`config.mk`:
```
export PLATFORM = sky130hd
export DESIGN_NAME = proc_param
export DESIGN_NICKNAME = d
export VERILOG_FILES = /design/src/rtl/proc_param.sv
export SDC_FILE = /design/constraint.sdc
export NUM_CORES = 1
export LEC_CHECK = 0
export CAP_MARGIN = 10
export CORE_ASPECT_RATIO = 1.1
export CORE_MARGIN = 2
export CORE_UTILIZATION = 49
export DETAILED_ROUTE_END_ITERATION = 10
export PLACE_DENSITY = 0.76
export SYNTH_ARGS = -nofsm -noshare
export SYNTH_HDL_FRONTEND = slang
export SYNTH_SLANG_ARGS = --single-unit
```
`constraint.sdc`:
```
create_clock -name clock -period 5.4 [get_ports clock]
set_clock_uncertainty 0.15 [all_clocks]
set_input_delay 1.08 -clock clock [delete_from_list [all_inputs] [get_ports clock]]
set_output_delay 1.08 -clock clock [all_outputs]
set_load 0.01 [all_outputs]
```
`src/rtl/proc_param.sv`:
```
// Multi-cycle register-file processor: accepts one instruction per run request,
// executes it over one to three EXEC states and pulses done (and err for illegal opcodes).
module proc_param #(
    parameter  int DATA_W = 16,
    parameter  int NREG   = 8,
    localparam int RW     = $clog2(NREG),
    localparam int IR_W   = 4 + 2 * RW
) (
    input  logic              clock,
    input  logic              reset,
    input  logic              run,
    input  logic [DATA_W-1:0] din,
    output logic              busy,
    output logic              done,
    output logic              err,
    output logic [IR_W-1:0]   ir,
    output logic [DATA_W-1:0] a,
    output logic [DATA_W-1:0] g,
    output logic              flag_z,
    output logic              flag_c,
    output logic              flag_n,
    input  logic [RW-1:0]     dbg_sel,
    output logic [DATA_W-1:0] dbg_data
);

    typedef enum logic [1:0] {S_IDLE, S_EXEC1, S_EXEC2, S_EXEC3} state_t;

    localparam logic [3:0] OP_MV   = 4'd0;
    localparam logic [3:0] OP_MVI  = 4'd1;
    localparam logic [3:0] OP_ADD  = 4'd2;
    localparam logic [3:0] OP_SUB  = 4'd3;
    localparam logic [3:0] OP_AND  = 4'd4;
    localparam logic [3:0] OP_OR   = 4'd5;
    localparam logic [3:0] OP_XOR  = 4'd6;
    localparam logic [3:0] OP_MVNZ = 4'd7;
    localparam logic [3:0] OP_CMP  = 4'd8;

    state_t            state_r, state_next_s;
    logic [DATA_W-1:0] regs_r [NREG];
    logic [IR_W-1:0]   ir_r;
    logic [DATA_W-1:0] a_r, g_r;
    logic              z_r, c_r, n_r;
    logic              busy_r, done_r, err_r;

    logic [3:0]        op_s;
    logic [RW-1:0]     x_s, y_s;
    logic [DATA_W-1:0] rx_s, ry_s;
    logic [DATA_W:0]   sum_s;
    logic [DATA_W-1:0] alu_res_s;
    logic              alu_c_s;
    logic              done_next_s, err_next_s;
    logic              load_ir_s, load_a_s, load_g_s, wr_en_s;
    logic [DATA_W-1:0] wr_data_s;

    assign op_s     = ir_r[IR_W-1 -: 4];
    assign x_s      = ir_r[2*RW-1 -: RW];
    assign y_s      = ir_r[RW-1:0];
    assign rx_s     = regs_r[x_s];
    assign ry_s     = regs_r[y_s];
    assign dbg_data = regs_r[dbg_sel];

    assign busy   = busy_r;
    assign done   = done_r;
    assign err    = err_r;
    assign ir     = ir_r;
    assign a      = a_r;
    assign g      = g_r;
    assign flag_z = z_r;
    assign flag_c = c_r;
    assign flag_n = n_r;

    // ALU: result and carry/borrow of a against R[y]
    always_comb begin
        sum_s     = '0;
        alu_res_s = '0;
        alu_c_s   = 1'b0;
        case (op_s)
            OP_ADD: begin
                sum_s     = {1'b0, a_r} + {1'b0, ry_s};
                alu_res_s = sum_s[DATA_W-1:0];
                alu_c_s   = sum_s[DATA_W];
            end
            OP_SUB, OP_CMP: begin
                alu_res_s = a_r - ry_s;
                alu_c_s   = (a_r < ry_s);
            end
            OP_AND:  alu_res_s = a_r & ry_s;
            OP_OR:   alu_res_s = a_r | ry_s;
            OP_XOR:  alu_res_s = a_r ^ ry_s;
            default: alu_res_s = '0;
        endcase
    end

    // Next-state and datapath control decode
    always_comb begin
        state_next_s = state_r;
        done_next_s  = 1'b0;
        err_next_s   = 1'b0;
        load_ir_s    = 1'b0;
        load_a_s     = 1'b0;
        load_g_s     = 1'b0;
        wr_en_s      = 1'b0;
        wr_data_s    = '0;
        case (state_r)
            S_IDLE: begin
                if (run) begin
                    load_ir_s    = 1'b1;
                    state_next_s = S_EXEC1;
                end else begin
                    state_next_s = S_IDLE;
                end
            end
            S_EXEC1: begin
                state_next_s = S_IDLE;
                done_next_s  = 1'b1;
                case (op_s)
                    OP_MV: begin
                        wr_en_s   = 1'b1;
                        wr_data_s = ry_s;
                    end
                    OP_MVI: begin
                        wr_en_s   = 1'b1;
                        wr_data_s = din;
                    end
                    OP_MVNZ: begin
                        wr_en_s   = ~z_r;
                        wr_data_s = ry_s;
                    end
                    OP_ADD, OP_SUB, OP_AND, OP_OR, OP_XOR, OP_CMP: begin
                        load_a_s     = 1'b1;
                        done_next_s  = 1'b0;
                        state_next_s = S_EXEC2;
                    end
                    default: err_next_s = 1'b1;
                endcase
            end
            S_EXEC2: begin
                load_g_s = 1'b1;
                if (op_s == OP_CMP) begin
                    done_next_s  = 1'b1;
                    state_next_s = S_IDLE;
                end else begin
                    state_next_s = S_EXEC3;
                end
            end
            S_EXEC3: begin
                wr_en_s      = 1'b1;
                wr_data_s    = g_r;
                done_next_s  = 1'b1;
                state_next_s = S_IDLE;
            end
            default: state_next_s = S_IDLE;
        endcase
    end

    // State, architectural registers and registered status outputs
    always_ff @(posedge clock) begin
        if (reset) begin
            state_r <= S_IDLE;
            for (int i = 0; i < NREG; i++) begin
                regs_r[i] <= '0;
            end
            ir_r   <= '0;
            a_r    <= '0;
            g_r    <= '0;
            z_r    <= 1'b0;
            c_r    <= 1'b0;
            n_r    <= 1'b0;
            busy_r <= 1'b0;
            done_r <= 1'b0;
            err_r  <= 1'b0;
        end else begin
            state_r <= state_next_s;
            busy_r  <= (state_next_s != S_IDLE);
            done_r  <= done_next_s;
            err_r   <= err_next_s;
            if (load_ir_s) begin
                ir_r <= din[DATA_W-1 -: IR_W];
            end
            if (load_a_s) begin
                a_r <= rx_s;
            end
            if (load_g_s) begin
                g_r <= alu_res_s;
                z_r <= (alu_res_s == '0);
                c_r <= alu_c_s;
                n_r <= alu_res_s[DATA_W-1];
            end
            if (wr_en_s) begin
                regs_r[x_s] <= wr_data_s;
            end
        end
    end

endmodule

```
Word level (Yosys, flattened, before mapping):

Memories as Yosys holds them, arrays and structs flattened. A register that Yosys moved wholly into a read port is not among the register bits.
Index checks and enable logic that the tools add are counted.

* add/sub/neg operators: 2
* magnitude comparators: 1
* equality and inequality tests: 11
* multiplexer cells: 29
* bitwise operators: 5
* reductions and logical operators: 11

Operators with widths (number)
* $pmux W16 S5: 1
* $pmux W16 S2: 2
* $add A16 B16 Y17: 1
* $and A16 B16 Y16: 1
* $eq A4 B3 Y1 const B: 4
* $logic_not A16 Y1: 1
* $lt A16 B16 Y1: 1
* $mux W16: 1
* $or A16 B16 Y16: 1
* $reduce_or A16 Y1: 1
* $sub A16 B16 Y16: 1
* $xor A16 B16 Y16: 1
* $mux W1: 15
* $mux W3: 3
* $reduce_or A9 Y1: 1
* $eq A4 B2 Y1 const B: 2
* $pmux W2 S4: 1
* $reduce_or A2 Y1: 4
* $pmux W1 S2: 3
* $reduce_or A6 Y1: 1
* $eq A2 B2 Y1 const B: 2
* $eq A4 B1 Y1 const B: 1
* $eq A4 B4 Y1 const B: 1
* $logic_not A4 Y1: 1
* other kinds (6): 8

* register bits after elaboration: 34
* RAM bits: 128
* output and inout bits: 64
* word-level logic and storage cells: 69
* memories: 1

Memory list
* regs_r: depth 8, width 16, rd ports 3, clocked after memory_dff 2, wr ports 8, RTL line 39 `logic [DATA_W-1:0] regs_r [NREG];`

Logic depth before layout (Yosys ltp):

Gate-level depths: netlist (run 1).

* depth in word-level cells: 9
* gate-level depth with buffers: 17

Worst setup path after synthesis (run 1):

Ideal clock, no wire load.

* path kind: reg-to-reg
* from: register with a tool-made name
* to: register z_r, in the netlist flag_z
* data arrival time: 4.674 ns
* data required time: 5.154 ns
* slack: 0.480 ns
* stages on the path, launching flop included: 14
* buffers on the path: 2
* clock period less this slack: 4.920 ns
* cell sequence: dfxtp_1 clkbuf_1 buf_1 mux4_2 mux2i_1 ha_1 o21ba_2 or4_4 a311o_1 a221o_1 or4_1 nor4_2 nand4_1 o41ai_2

RTL lines
* end signal, assigned: RTL line 185 `z_r <= (alu_res_s == '0);`
* end, declared: RTL line 42 `logic z_r, c_r, n_r;`

==> out/qor.txt, run 1 <==
initial antenna violation count = 0
Setup CP Type = flop to flop
Pwr Total = 3.89 mW
grt ovf = 0
Tmin final = 4930 ps
WP data required = 5590 ps
Post-layout nets = 1271
multiplexer share of the synthesized area = 0.233
Wirelength per Cell = 24.6 µm
Synth Instances = 1138
worst vdd ir = 0.185 mV
Mapped Area = 12000 µm²
layout cells sized above 1 = 0.168
via count = 9920
Initial Util = 0.495
clock root cell = clkbuf_16
die area = 25800 µm²
post-synth top area share = 0.320
main combinational cell family by area after synthesis = multiplexers
Hold WS = 355 ps
Synth Register Bits = 180
CTS max path bufs = 2
Async S/R FF share, synth = 0
cts bufs inserted = 17
post-CTS sizing = 0
Worst Hold Class = flop to flop
vias in the first global route = 9739
Max transition margin = 0.277
Post-Synth Simple-Gate Area = 0.142
max-cap viol count = 0
CP max FO = 12
GP Congestion = 0.943
Fmax = 0.203 GHz
Post-Synth XOR/XNOR Area = 0.00292
Cell variety after synth = 70
Lkg Pwr = 4.79 nW
max-slew violations = 0
synth top area cells = edfxtp_1, mux4_2, dfxtp_1
CP Capture Type = flop
vias per inst = 6.52
Synth Net Count = 1211
row cnt = 60
Syn. warnings = 0
TNS Setup = 0 ps
Ant. Diodes = 0
largest net degree at the start of global routing = 46
initial drt markers = 1384
top_reg_cell synth = edfxtp_1
Antenna Violating Nets Remaining = 0
drt total wl = 37400 µm
number of synthesized flops with an enable pin = 128
chip height = 168 µm
DP Wirelength = 26200 µm
clk sinks = 180
core area = 24200 µm²
Clock Latency Late Sink = 440 ps
CP Launch Type = flop
hold buffers post-CTS = 0
cell taking the most area after synthesis = edfxtp_1
fillcell total = 2000
pwr/cell area = 281 nW/µm²
Seq/Total Area, Yosys = 0.407
GRT Total Usage = 0.287
final worst-path cycle share = 0.913
Mapped Avg Cell Area = 10.6 µm²
H-tree levels = 4
P&R area growth vs syn = 15.5%
DIE WIDTH = 153 µm
Synth Area in Adders = 0.0544
global-route wire length before repair = 56300 µm
DR DRC count = 0
CTS tree = built
crit path DAT = 5120 ps
Worst Tran Pin Value = 1080 ps
unrepaired setup endpoints after global routing = no
post-synthesis compound-gate area fraction = 0.118
Reg clk slew, reported paths = 70 ps
iteration count of the initial detailed-routing pass = 6
Setup Buffers After CTS = 0
Fin. Hold Viols = 0
outcome = complete, no violations
final setup fails = 0
Top Ports = 86
port bufs = 85
## routing by layer
metal / share of wire / global-route usage / vias to the layer above
met1: 0.36 / 0.351 / 4784
met4: 0.044 / 0.141 / 0
li1: - / - / 4347
met5: 0 / 0 / -
met2: 0.50 / 0.493 / 655
met3: 0.091 / 0.0494 / 134
## logic make-up after synthesis
group           Yosys count
flops                   180
simple gates            396
mux                     157
compound gates          215
xor+xnor                  4
buf+inv                 135
fa+ha+maj                51
## cell usage after synthesis, types with 16 or more instances
cell	count
mux4_2	96
ha_1	49
o21ai_0	44
nor3_1	16
mux2i_1	45
a211oi_1	38
nand2_1	75
edfxtp_1	128
dfxtp_1	52
clkbuf_1	64
mux2_2	16
nor2_1	237
inv_1	51
a21oi_1	62
## final timing paths
| path | startpoint | depth (start not counted) | slack, ps | end |
|---|---|---|---|---|
| worst min-delay path | flag_c | 2 | 360 | flag_c |
| worst min register to register | flag_c | 2 | 360 | flag_c |
| worst max-delay path | flop | 13 | 470 | flag_z |
| worst max register to register | flop | 13 | 470 | flag_z |
## worst max-delay path, stage by stage (launching register included)
cell	delay (ps)
dfxtp_2	590
buf_4	340
mux4_2	550
mux2i_1	400
ha_1	450
nor2b_1	220
or4_1	400
a211o_1	280
a311o_1	360
a31o_1	220
nor3_1	180
a2bb2oi_1	260
nand4_1	130
o41ai_2	270
## placed cells by master, fill, tap and decap left out, types with 5 or more instances in the layout
| cell | instances |
|---|---|
| a211o_1 | 6 |
| a211oi_1 | 38 |
| a21o_1 | 6 |
| a21oi_1 | 62 |
| buf_4 | 39 |
| clkbuf_16 | 17 |
| clkdlybuf4s50_1 | 83 |
| dfxtp_1 | 49 |
| edfxtp_1 | 128 |
| ha_1 | 49 |
| inv_1 | 51 |
| mux2_2 | 16 |
| mux2i_1 | 45 |
| mux4_2 | 96 |
| nand2_1 | 75 |
| nand2b_1 | 8 |
| nand3_1 | 15 |
| nand3b_1 | 5 |
| nor2_1 | 236 |
| nor2b_1 | 9 |
| nor3_1 | 15 |
| o211ai_1 | 8 |
| o21ai_0 | 44 |
| o22ai_1 | 7 |
## power breakdown
| part | leakage [nW] | internal, mW | switching [mW] |
|---|---|---|---|
| sequential | 1.75 | 1.54 | 0.0818 |
| combinational | 2.73 | 0.406 | 0.535 |
| clock | 0.305 | 0.748 | 0.585 |
| total | 4.79 | 2.69 | 1.20 |
## cell type report
type                    count  area (µm²)  share of cell area
multi-input cells         823        6630               0.478
flip-flops and latches    180        4890               0.352
repair buffers            125        1150              0.0832
clock buffers              19         433              0.0312
well taps                 310         388              0.0280
inverters                  51         191              0.0138
clock inverters            13         184              0.0133
## sequential cells by signal, indices dropped and copies added (netlist names), named ones only
| name | count |
|---|---|
| regs_r | 128 |
| g | 16 |
| err | 1 |
| a | 16 |
| flag_c | 1 |
| flag_z | 1 |
| done | 1 |
| state_r | 2 |
| ir | 10 |
| busy | 1 |
## metrics by stage
step | worst slack (ps) | instance area [µm²] | utilization | instances
floorplan | 480 | 12000 | - | 1138
global placement | 687 | 13300 | 0.546 | 1489
detailed placement | 650 | 13300 | 0.546 | 1489
CTS | 511 | 13900 | 0.572 | 1521
global route | 181 | 13900 | 0.572 | 1521
finish | 470 | 13900 | 0.572 | 1521
(Power assumes the default switching activity.)
==> run 2, diff against run 1 <==
- CORE_UTILIZATION: 49 -> 53
- CTS_CLUSTER_SIZE: default -> 24
- PLACE_DENSITY: 0.76 -> 0.81
==> run 2 against run 1 <==
  * Global-route usage rose by 2.2 points
  * Via count rose by 0.73%
  * Core utilization rose by 5.3 points
  * Hold slack barely moved
  * Clock-buffer cell count fell by 2
  * Critical path type unchanged
  * Largest power group unchanged
==> out/qor.txt, run 2 (synthesized netlist as in run 1, its figures left out) <==
outcome = complete, no violations
pwr/cell area = 277 nW/µm² (-1.1%)
vias in the first global route = 9716 (-0.24%)
initial drt markers = 1260 (-9.0%)
CP max FO = 12 (unchanged)
core area = 22200 µm² (-8.5%)
Fin. Hold Viols = 0 (unchanged)
largest net degree at the start of global routing = 46 (unchanged)
slowest cell delay on critical path = 600 ps (about the same)
DIE WIDTH = 148 µm (-3.7%)
Antenna Violating Nets Remaining = 0 (unchanged)
global-route wire length before repair = 55500 µm (-1.5%)
clock root cell = clkbuf_16
final setup fails = 0 (unchanged)
cts bufs inserted = 17 (unchanged)
worst vdd ir = 0.203 mV (+9.6%)
Worst Hold Class = flop to flop
crit-path cells = buf_4 > mux4_2 > mux2i_1 > ha_1 > nor2b_1 > or4_1 > a211o_1 > a311o_1 > a31o_1 > nor3_1 > a2bb2oi_1 > nand4_1 > o41ai_2
DP Wirelength = 25900 µm (-1.0%)
Sw Share = 0.313 (+0.00394)
chip height = 162 µm (-3.8%)
unrepaired setup endpoints after global routing = no
WP data required = 5600 ps (about the same)
iteration count of the initial detailed-routing pass = 5 (-1)
Flop pwr share = 0.420 (+0.004)
Top Ports = 86 (unchanged)
hold buffers post-CTS = 0 (unchanged)
GRT Total Usage = 0.309 (+0.0215)
Clock Latency Late Sink = 440 ps (about the same)
Worst Tran Pin Value = 1130 ps (+49.5 ps)
crit path DAT = 5030 ps (-90 ps)
most frequent cells in the layout = nor2_1, edfxtp_1, mux4_2
highest-delay cell along the critical path = dfxtp_2
post-CTS sizing = 0 (unchanged)
max-slew violations = 0 (unchanged)
Worst Setup Slack post-DPL = 627 ps (-22.4 ps)
max-cap viol count = 0 (unchanged)
Reg clk slew, reported paths = 70 ps (about the same)
Max transition margin = 0.244 (-0.0332)
Setup Buffers After CTS = 0 (unchanged)
P&R area growth vs syn = 15.4% (about the same)
Fmax = 0.207 GHz (+2.0%)
final worst-path cycle share = 0.895 (-0.0178)
vias per inst = 6.62 (+1.5%)
row cnt = 57 (-5.0%)
Setup CP Type = flop to flop
Hold WS = 355 ps (-0.171 ps)
Lkg Pwr = 4.79 nW (about the same)
H-tree levels = 4 (unchanged)
initial antenna violation count = 0 (unchanged)
layout cells sized above 1 = 0.172 (+0.00356)
Top reg by flops = regs_r
Gate power share = 0.245 (+0.003)
clock power share = 0.335 (-0.008)
TNS Setup = 0 ps (unchanged)
CTS tree = built
port bufs = 85 (unchanged)
GP Congestion = 0.984 (+4.3%)
Psw = 1.20 mW (about the same)
CP Launch Type = flop
DR DRC count = 0 (unchanged)
Pwr Total = 3.84 mW (-1.2%)
Largest register FFs = 128 (unchanged)
die area = 23900 µm² (-7.4%)
P_int = 2.64 mW (-1.8%)
Ant. Diodes = 0 (unchanged)
final setup margin = 566 ps (+95.9 ps)
via count = 9992 (+0.73%)
Wirelength per Cell = 24.4 µm (-0.89%)
drt total wl = 36800 µm (-1.6%)
grt ovf = 0 (unchanged)
Post-layout nets = 1276 (+0.39%)
clk sinks = 180 (unchanged)
Tmin final = 4830 ps (-95.9 ps)
Initial Util = 0.541 (+0.0462)
CP Capture Type = flop
commonest non-fill, non-tap cell in the layout = nor2_1
CTS max path bufs = 2 (unchanged)
run 2: cell count changes in the layout (fill, tap and decap cells not counted), sizes merged:
cell      delta
buf          +5
bufinv       -1
clkbuf       -2
clkinv       +2
clkinvlp     +1
inv          -1
run 2: worst max-delay path: cells and delay by family, from the launching register on:
family	cells	cell delay [ps]
multiplexers	2	860
flip-flops	1	600
adder cells (fa/ha/maj)	1	420
AND/OR/NAND/NOR	4	950
AO/OA/AOI/OAI	5	1400
buffers and inverters	1	350
run 2: per-layer routing:
layer	vias up	GRT usage	wire length, µm
met5	-	0	0
met4	0	0.153	1540
met3	131	0.0565	3650
met2	691	0.527	18500
met1	4808	0.379	13100
li1	4362	-	-
run 2: per-stage QoR:
step,cell area (µm²),utilization,instances
after floorplan,12000,-,1138
after global placement,13300,0.598,1479
after detailed placement,13300,0.598,1479
after CTS,13900,0.625,1510
after global routing,13900,0.625,1510
final,13900,0.625,1510
run 2: path summary, 6_finish.rpt:
path / slack [ps] / from / cells past startpoint / to
max: 570 / flop / 13 / flag_z
min reg2reg: 360 / flag_c / 2 / flag_c
min: 360 / flag_c / 2 / flag_c
max reg2reg: 570 / flop / 13 / flag_z
run 2: power groups by stage:
| stage | Sequential (mW) | Clock (mW) | Combinational, mW |
|---|---|---|---|
| floorplan | 1.61 | 0 | 0.635 |
| detailed placement | 1.64 | 0 | 0.922 |
| CTS | 1.61 | 1.29 | 0.928 |
| global route | 1.62 | 1.34 | 1.01 |
| finish | 1.61 | 1.29 | 0.943 |
| global placement | 1.64 | 0 | 0.911 |
run 2: layout make-up:
cell class / count / area [µm²]
clock inverters: 14 / 171
repair buffers: 130 / 1180
fillers: 1704 / 8330
inverters: 51 / 191
flip-flops and latches: 180 / 4890
multi-input cells: 823 / 6630
well taps: 295 / 369
clock buffers: 17 / 425
==> variant 1, RTL diff (flow settings as in run 1) <==
Register the input `din` before use, without a reset. The logic sees it one clock later. The other inputs are not delayed to match.
--- a/src/rtl/proc_param.sv
+++ b/src/rtl/proc_param.sv
@@ -36,4 +36,10 @@
     localparam logic [3:0] OP_CMP  = 4'd8;
 
+    logic [DATA_W-1:0] din_q;
+
+    always_ff @(posedge clock) begin
+        din_q <= din;
+    end
+
     state_t            state_r, state_next_s;
     logic [DATA_W-1:0] regs_r [NREG];
@@ -121,5 +127,5 @@
                     OP_MVI: begin
                         wr_en_s   = 1'b1;
-                        wr_data_s = din;
+                        wr_data_s = din_q;
                     end
                     OP_MVNZ: begin
@@ -176,5 +182,5 @@
             err_r   <= err_next_s;
             if (load_ir_s) begin
-                ir_r <= din[DATA_W-1 -: IR_W];
+                ir_r <= din_q[DATA_W-1 -: IR_W];
             end
             if (load_a_s) begin
Formal check against the unedited RTL: not equivalent (Yosys sat finds a counterexample within 4 cycles, from zero or initial values and one cycle with reset high).
==> variant 1 against run 1 <==
Utilization down 0.14 points. Maximum frequency up 7.2%. Sequential cell count up 16. Setup slack better by 0.33 ns. Wire length up 3.0%. Cell area up 3.9%. Global-route usage up 0.57 points. Synthesized area up 4.6%. Worst hold slack better by 0.0039 ns. Power up 3.1%. Largest cell class unchanged.
==> variant 1: results (changes against run 1) <==
.. list-table::
   :header-rows: 1

   * - Metric
     - Value
   * - Status
     - finished clean
   * - Pin count of the biggest net entering global routing
     - 58 (+26%)
   * - Routed wirelength normalized by instance count
     - 24.7 µm (+0.27%)
   * - 1st-pass router iterations
     - 6 (unchanged)
   * - Warning count from the yosys run
     - 0 (unchanged)
   * - Count of routing violations after the opening detailed-route iteration
     - 1561 (+13%)
   * - Slew HR
     - 0.289 (+0.0119)
   * - Clock latency on the worst-skew pair
     - 0.45 ns
   * - Global-route wire length before repair
     - 58.4 mm (+3.7%)
   * - Number of violations of the max-capacitance limit
     - 0 (unchanged)
   * - Num CTS Buffers
     - 17 (unchanged)
   * - Number of distinct library cells after synthesis
     - 88 (+26%)
   * - Antenna Diode Count
     - 0 (unchanged)
   * - Top cells by instance count after synthesis
     - 223 x nor2_1, 128 x edfxtp_1, 96 x mux4_2
   * - Fraction of the yosys area taken by sequential cells
     - 0.414 (+0.00767)
   * - Register name with the most flops
     - regs_r
   * - Vias/cell
     - 6.43 (-1.5%)
   * - Via count of the first global-routing pass
     - 9989 (+2.6%)
   * - Critical path startpoint category
     - flip-flop
   * - Antenna violations before repair
     - 0 (unchanged)
   * - DRC
     - 0 (unchanged)
   * - Number of instances resized during post-cts repair
     - 0 (unchanged)
   * - Leakage
     - 4.93 nW (+3.1%)
   * - # H-tree levels
     - 4 (unchanged)
   * - Sum Neg Setup Slack
     - 0 ns (unchanged)
   * - Final estimated routing congestion in global placement
     - 0.981 (+4.0%)
   * - Worst hold-check path type
     - flip-flop to flip-flop
   * - Number of nets in the synthesized netlist
     - 1213 (+0.17%)
   * - Crit-path max FO
     - 13 (+1)
   * - Largest register FFs
     - 128 (unchanged)
   * - Biggest area contributors in the synthesized netlist
     - edfxtp_1 31%, mux4_2 17%, dfxtp_1 11%
   * - Ys async rst share
     - 0 (unchanged)
   * - Clock root buffer master
     - clkbuf_16
   * - Min-delay src
     - flag_c
   * - Most used DFF post-synth
     - edfxtp_1
   * - Setup Fix Bufs, Post-CTS
     - 0 (unchanged)
   * - I/O Buffers
     - 85 (unchanged)
   * - Final HPWL from detailed placement
     - 27.3 mm (+4.3%)
   * - Clock input transition at the sequential cells of the worst setup and hold paths
     - 0.08 ns
   * - Count of nets after finishing
     - 1277 (+0.47%)
   * - Worst Path Arrival
     - 4.75 ns (-0.37 ns)
   * - Overall routing resource usage
     - 0.293 (+0.00571)
   * - Fraction of final layout cells with drive strength greater than 1
     - 0.182 (+0.0140)
   * - Maximum clock path buffer count
     - 2 (unchanged)
   * - Number of flops mapped to enable cells by yosys
     - 128 (unchanged)
   * - Worst IR drop on VDD
     - 226 µV (+22%)
[variant 1: changes by cell type after synthesis, sizes merged, moves of 7 or more]
cell | run 1 | this run
a21oi | 62 | 46
a211oi | 38 | 31
nor2 | 237 | 223
nand2 | 75 | 52
o211ai | 8 | 15
dfxtp | 52 | 68
clkbuf | 64 | 49
buf | 20 | 36
nor3 | 16 | 9
nand2b | 8 | 16
[variant 1: kinds of logic (layout without fill, tap and decap cells)]
group | count (synthesis) | after routing | synth area share
AOI/OAI and AO/OA | 225 | 225 | 0.128
xor gates and xnor gates | 1 | 1 | 0.000697
adders and majority gates | 51 | 51 | 0.0520
buffers and inverters | 140 | 217 | 0.0466
DFF | 196 | 196 | 0.414
muxes | 160 | 160 | 0.225
and+or+nand+nor | 367 | 367 | 0.134
[variant 1: area by class of cell]
class	instances	area, µm²
repair buffers	130	1180
multi-input cells	804	6790
flip-flops and latches	196	5210
fillers	2062	10900
inverters	55	206
well taps	346	433
clock inverters	14	173
clock buffers	18	429
[variant 1: report_power, final]
| part | internal (W) | total [W] | switching [W] |
|---|---|---|---|
| sequential | 0.00166 | 0.00175 | 0.0000902 |
| clock | 0.000630 | 0.00130 | 0.000673 |
| combinational | 0.000420 | 0.000964 | 0.000543 |
[variant 1: through the flow]
stage          cell area, µm²  setup slack, ns  total power [W]   util  std cells
4_1_cts                 14400            0.864          0.00400  0.571       1563
6_report                14400            0.802          0.00402  0.571       1563
2_1_floorplan           12600             1.46          0.00240      -       1140
3_3_place_gp            13800            0.964          0.00270  0.547       1531
3_5_place_dp            13800            0.887          0.00272  0.547       1531
5_1_grt                 14400            0.524          0.00415  0.571       1563
[variant 1: path summary, 6_finish.rpt]
kind                            slack [ns]  depth (start not counted)      to
worst min register to register        0.36                          2  flag_c
worst max-delay path                  0.80                         12   g[15]
worst min-delay path                  0.36                          2  flag_c
worst max register to register        0.80                         12   g[15]
[variant 1: critical path, stage by stage, from the launching register on]
cell and delay [ns]:
dfxtp_2 0.56, buf_4 0.37, mux4_2 0.54, mux2i_1 0.45
ha_1 0.39, a21o_1 0.20, a311o_1 0.35, a31oi_1 0.36
o22ai_1 0.19, o41a_1 0.36, a22oi_1 0.19, o211a_1 0.25
a211oi_1 0.09
[variant 1: per-layer routing]
metal,up-vias,GRT usage,part of all wire
li1,4403,-,-
met1,4952,0.368,0.37
met2,577,0.500,0.50
met3,114,0.0561,0.094
met4,0,0.119,0.042
met5,-,0,0
==> variant 2, RTL diff (settings of run 1) <==
Without the edit above. Set the parameter `DATA_W` to 14 (it was 16).
--- a/src/rtl/proc_param.sv
+++ b/src/rtl/proc_param.sv
@@ -2,5 +2,5 @@
 // executes it over one to three EXEC states and pulses done (and err for illegal opcodes).
 module proc_param #(
-    parameter  int DATA_W = 16,
+    parameter  int DATA_W = 14,
     parameter  int NREG   = 8,
     localparam int RW     = $clog2(NREG),
Interface: changed (resized a, dbg_data, din and g); port bits go from 86 to 78. No check against the original RTL was run, so the function may have changed too.
==> variant 2 against run 1 <==
First-iteration DRC count down 10%. Setup slack better by 0.047 ns. Power down 11%. Wire length down 11%. Sequential cell count down 20. Die area down 10%. Synthesized area down 11%. Cell area down 11%. Largest cell class unchanged. Largest power group unchanged.
==> variant 2: results (changes against run 1) <==
.. list-table::
   :header-rows: 1

   * - Metric
     - Value
   * - Fill cell total of the finished layout
     - 1797 (-10%)
   * - Adder-cell share of the synthesized area
     - 0.0551 (+0.000682)
   * - Top cells by instance count after synthesis
     - 182 x nor2_1, 112 x edfxtp_1, 84 x mux4_2
   * - Global-route wire length before repair
     - 51.0 mm (-9.5%)
   * - Post-synthesis xor/xnor area fraction
     - 0.00735 (+0.00443)
   * - Leakage
     - 4.25 nW (-11%)
   * - Number of distinct library cells after synthesis
     - 81 (+16%)
   * - Via count of the first global-routing pass
     - 8904 (-8.6%)
   * - Compound-cell area share of the yosys netlist
     - 0.116 (-0.00188)
   * - Fraction of final layout cells with drive strength greater than 1
     - 0.179 (+0.0102)
   * - Count of routing violations after the opening detailed-route iteration
     - 1245 (-10%)
   * - Worst IR drop on VDD
     - 193 µV (+4.2%)
   * - Status
     - finished clean
   * - Number of flops mapped to enable cells by yosys
     - 112 (-13%)
   * - Multiplexer fraction of the synthesized cell area
     - 0.221 (-0.0113)
   * - Final estimated routing congestion in global placement
     - 0.937 (-0.68%)
   * - Net switching power of the design
     - 0.00106 W (-12%)
   * - Pin count of the biggest net entering global routing
     - 55 (+20%)
   * - Worst Path Arrival
     - 5.08 ns (-0.04 ns)
   * - Pre-CTS worst setup slack
     - 0.600 ns (-0.0502 ns)
   * - 1st-pass router iterations
     - 5 (-1)
   * - Biggest area contributors in the synthesized netlist
     - edfxtp_1 31%, mux4_2 18%, dfxtp_1 9.0%
   * - Count of nets after finishing
     - 1111 (-13%)
   * - Routed wirelength normalized by instance count
     - 24.7 µm (+0.64%)
   * - Largest register FFs
     - 112 (-13%)
   * - Maximum clock path buffer count
     - 2 (unchanged)
variant 2: cell count changes in the layout (fill, tap and decap cells not counted), moves of 8 or more:
cell                    run 1  this run
nor2_1                    236       181
edfxtp_1                  128       112
mux2i_1                    45        30
a21oi_1                    62        50
mux4_2                     96        84
a211oi_1                   38        28
inv_1                      51        42
nand3_1                    15         6
o21ai_0                    44        35
buf_4                      39        31
clkdlybuf4s50_1            83        75
variant 2: area by class of cell:
cell class | instances | area share
Multi-Input combinational cell | 715 | 0.477
Sequential cell | 160 | 0.351
Timing Repair Buffer | 109 | 0.0822
Clock buffer | 18 | 0.0348
Tap cell | 290 | 0.0294
Inverter | 42 | 0.0128
Clock inverter | 14 | 0.0125
variant 2: critical path, cell delays in order, from the launching register on:
cell	delay, ns
dfxtp_2	0.44
buf_4	0.31
mux4_2	0.54
mux2i_1	0.43
ha_1	0.41
o21bai_1	0.16
a221oi_1	0.48
and2_1	0.22
xnor2_1	0.12
o221ai_1	0.17
a2111oi_1	0.50
nand4_1	0.18
or4_1	0.51
o31ai_2	0.18
variant 2: metrics by stage:
stage / power [W] / area (µm²) / cells / hold WS [ns] / utilization
floorplan: 0.00199 / 10700 / 993 / 0.345 / -
global placement: 0.00224 / 11700 / 1316 / 0.340 / 0.548
detailed placement: 0.00225 / 11700 / 1316 / 0.334 / 0.548
CTS: 0.00345 / 12300 / 1348 / 0.351 / 0.575
global route: 0.00358 / 12300 / 1348 / 0.378 / 0.575
finish: 0.00346 / 12300 / 1348 / 0.351 / 0.575
variant 2: routing by layer:
metal | global-route usage | wire length [µm] | part of all wire | up-vias
met5 | 0 | 0 | 0 | -
met4 | 0.150 | 1500 | 0.045 | 0
met3 | 0.0519 | 3150 | 0.094 | 115
met2 | 0.494 | 16600 | 0.50 | 574
met1 | 0.353 | 12100 | 0.36 | 4300
li1 | - | - | - | 3802
variant 2: path summary, 6_finish.rpt:
path	cells past startpoint	slack (ns)	endpoint	start
hold / removal	2	0.35	flip-flop	ir[0]
setup reg to reg	13	0.52	flag_z	flip-flop
setup / recovery	13	0.52	flag_z	flip-flop
hold reg to reg	2	0.35	flip-flop	ir[0]
variant 2: power groups by stage:
stage,clock network (W),registers (W),logic [W]
5_1_grt,0.00127,0.00145,0.000865
4_1_cts,0.00122,0.00144,0.000794
3_5_place_dp,0,0.00146,0.000788
3_3_place_gp,0,0.00146,0.000777
2_1_floorplan,0,0.00143,0.000564
6_report,0.00121,0.00144,0.000808
variant 2: logic make-up (layout without fill, tap and decap cells):
| group | count (synthesis) | in the layout |
|---|---|---|
| flops | 160 | 160 |
| fa+ha+maj | 46 | 46 |
| simple gates | 348 | 348 |
| xor+xnor | 9 | 9 |
| mux | 130 | 130 |
| compound gates | 182 | 182 |
| buf+inv | 118 | 183 |
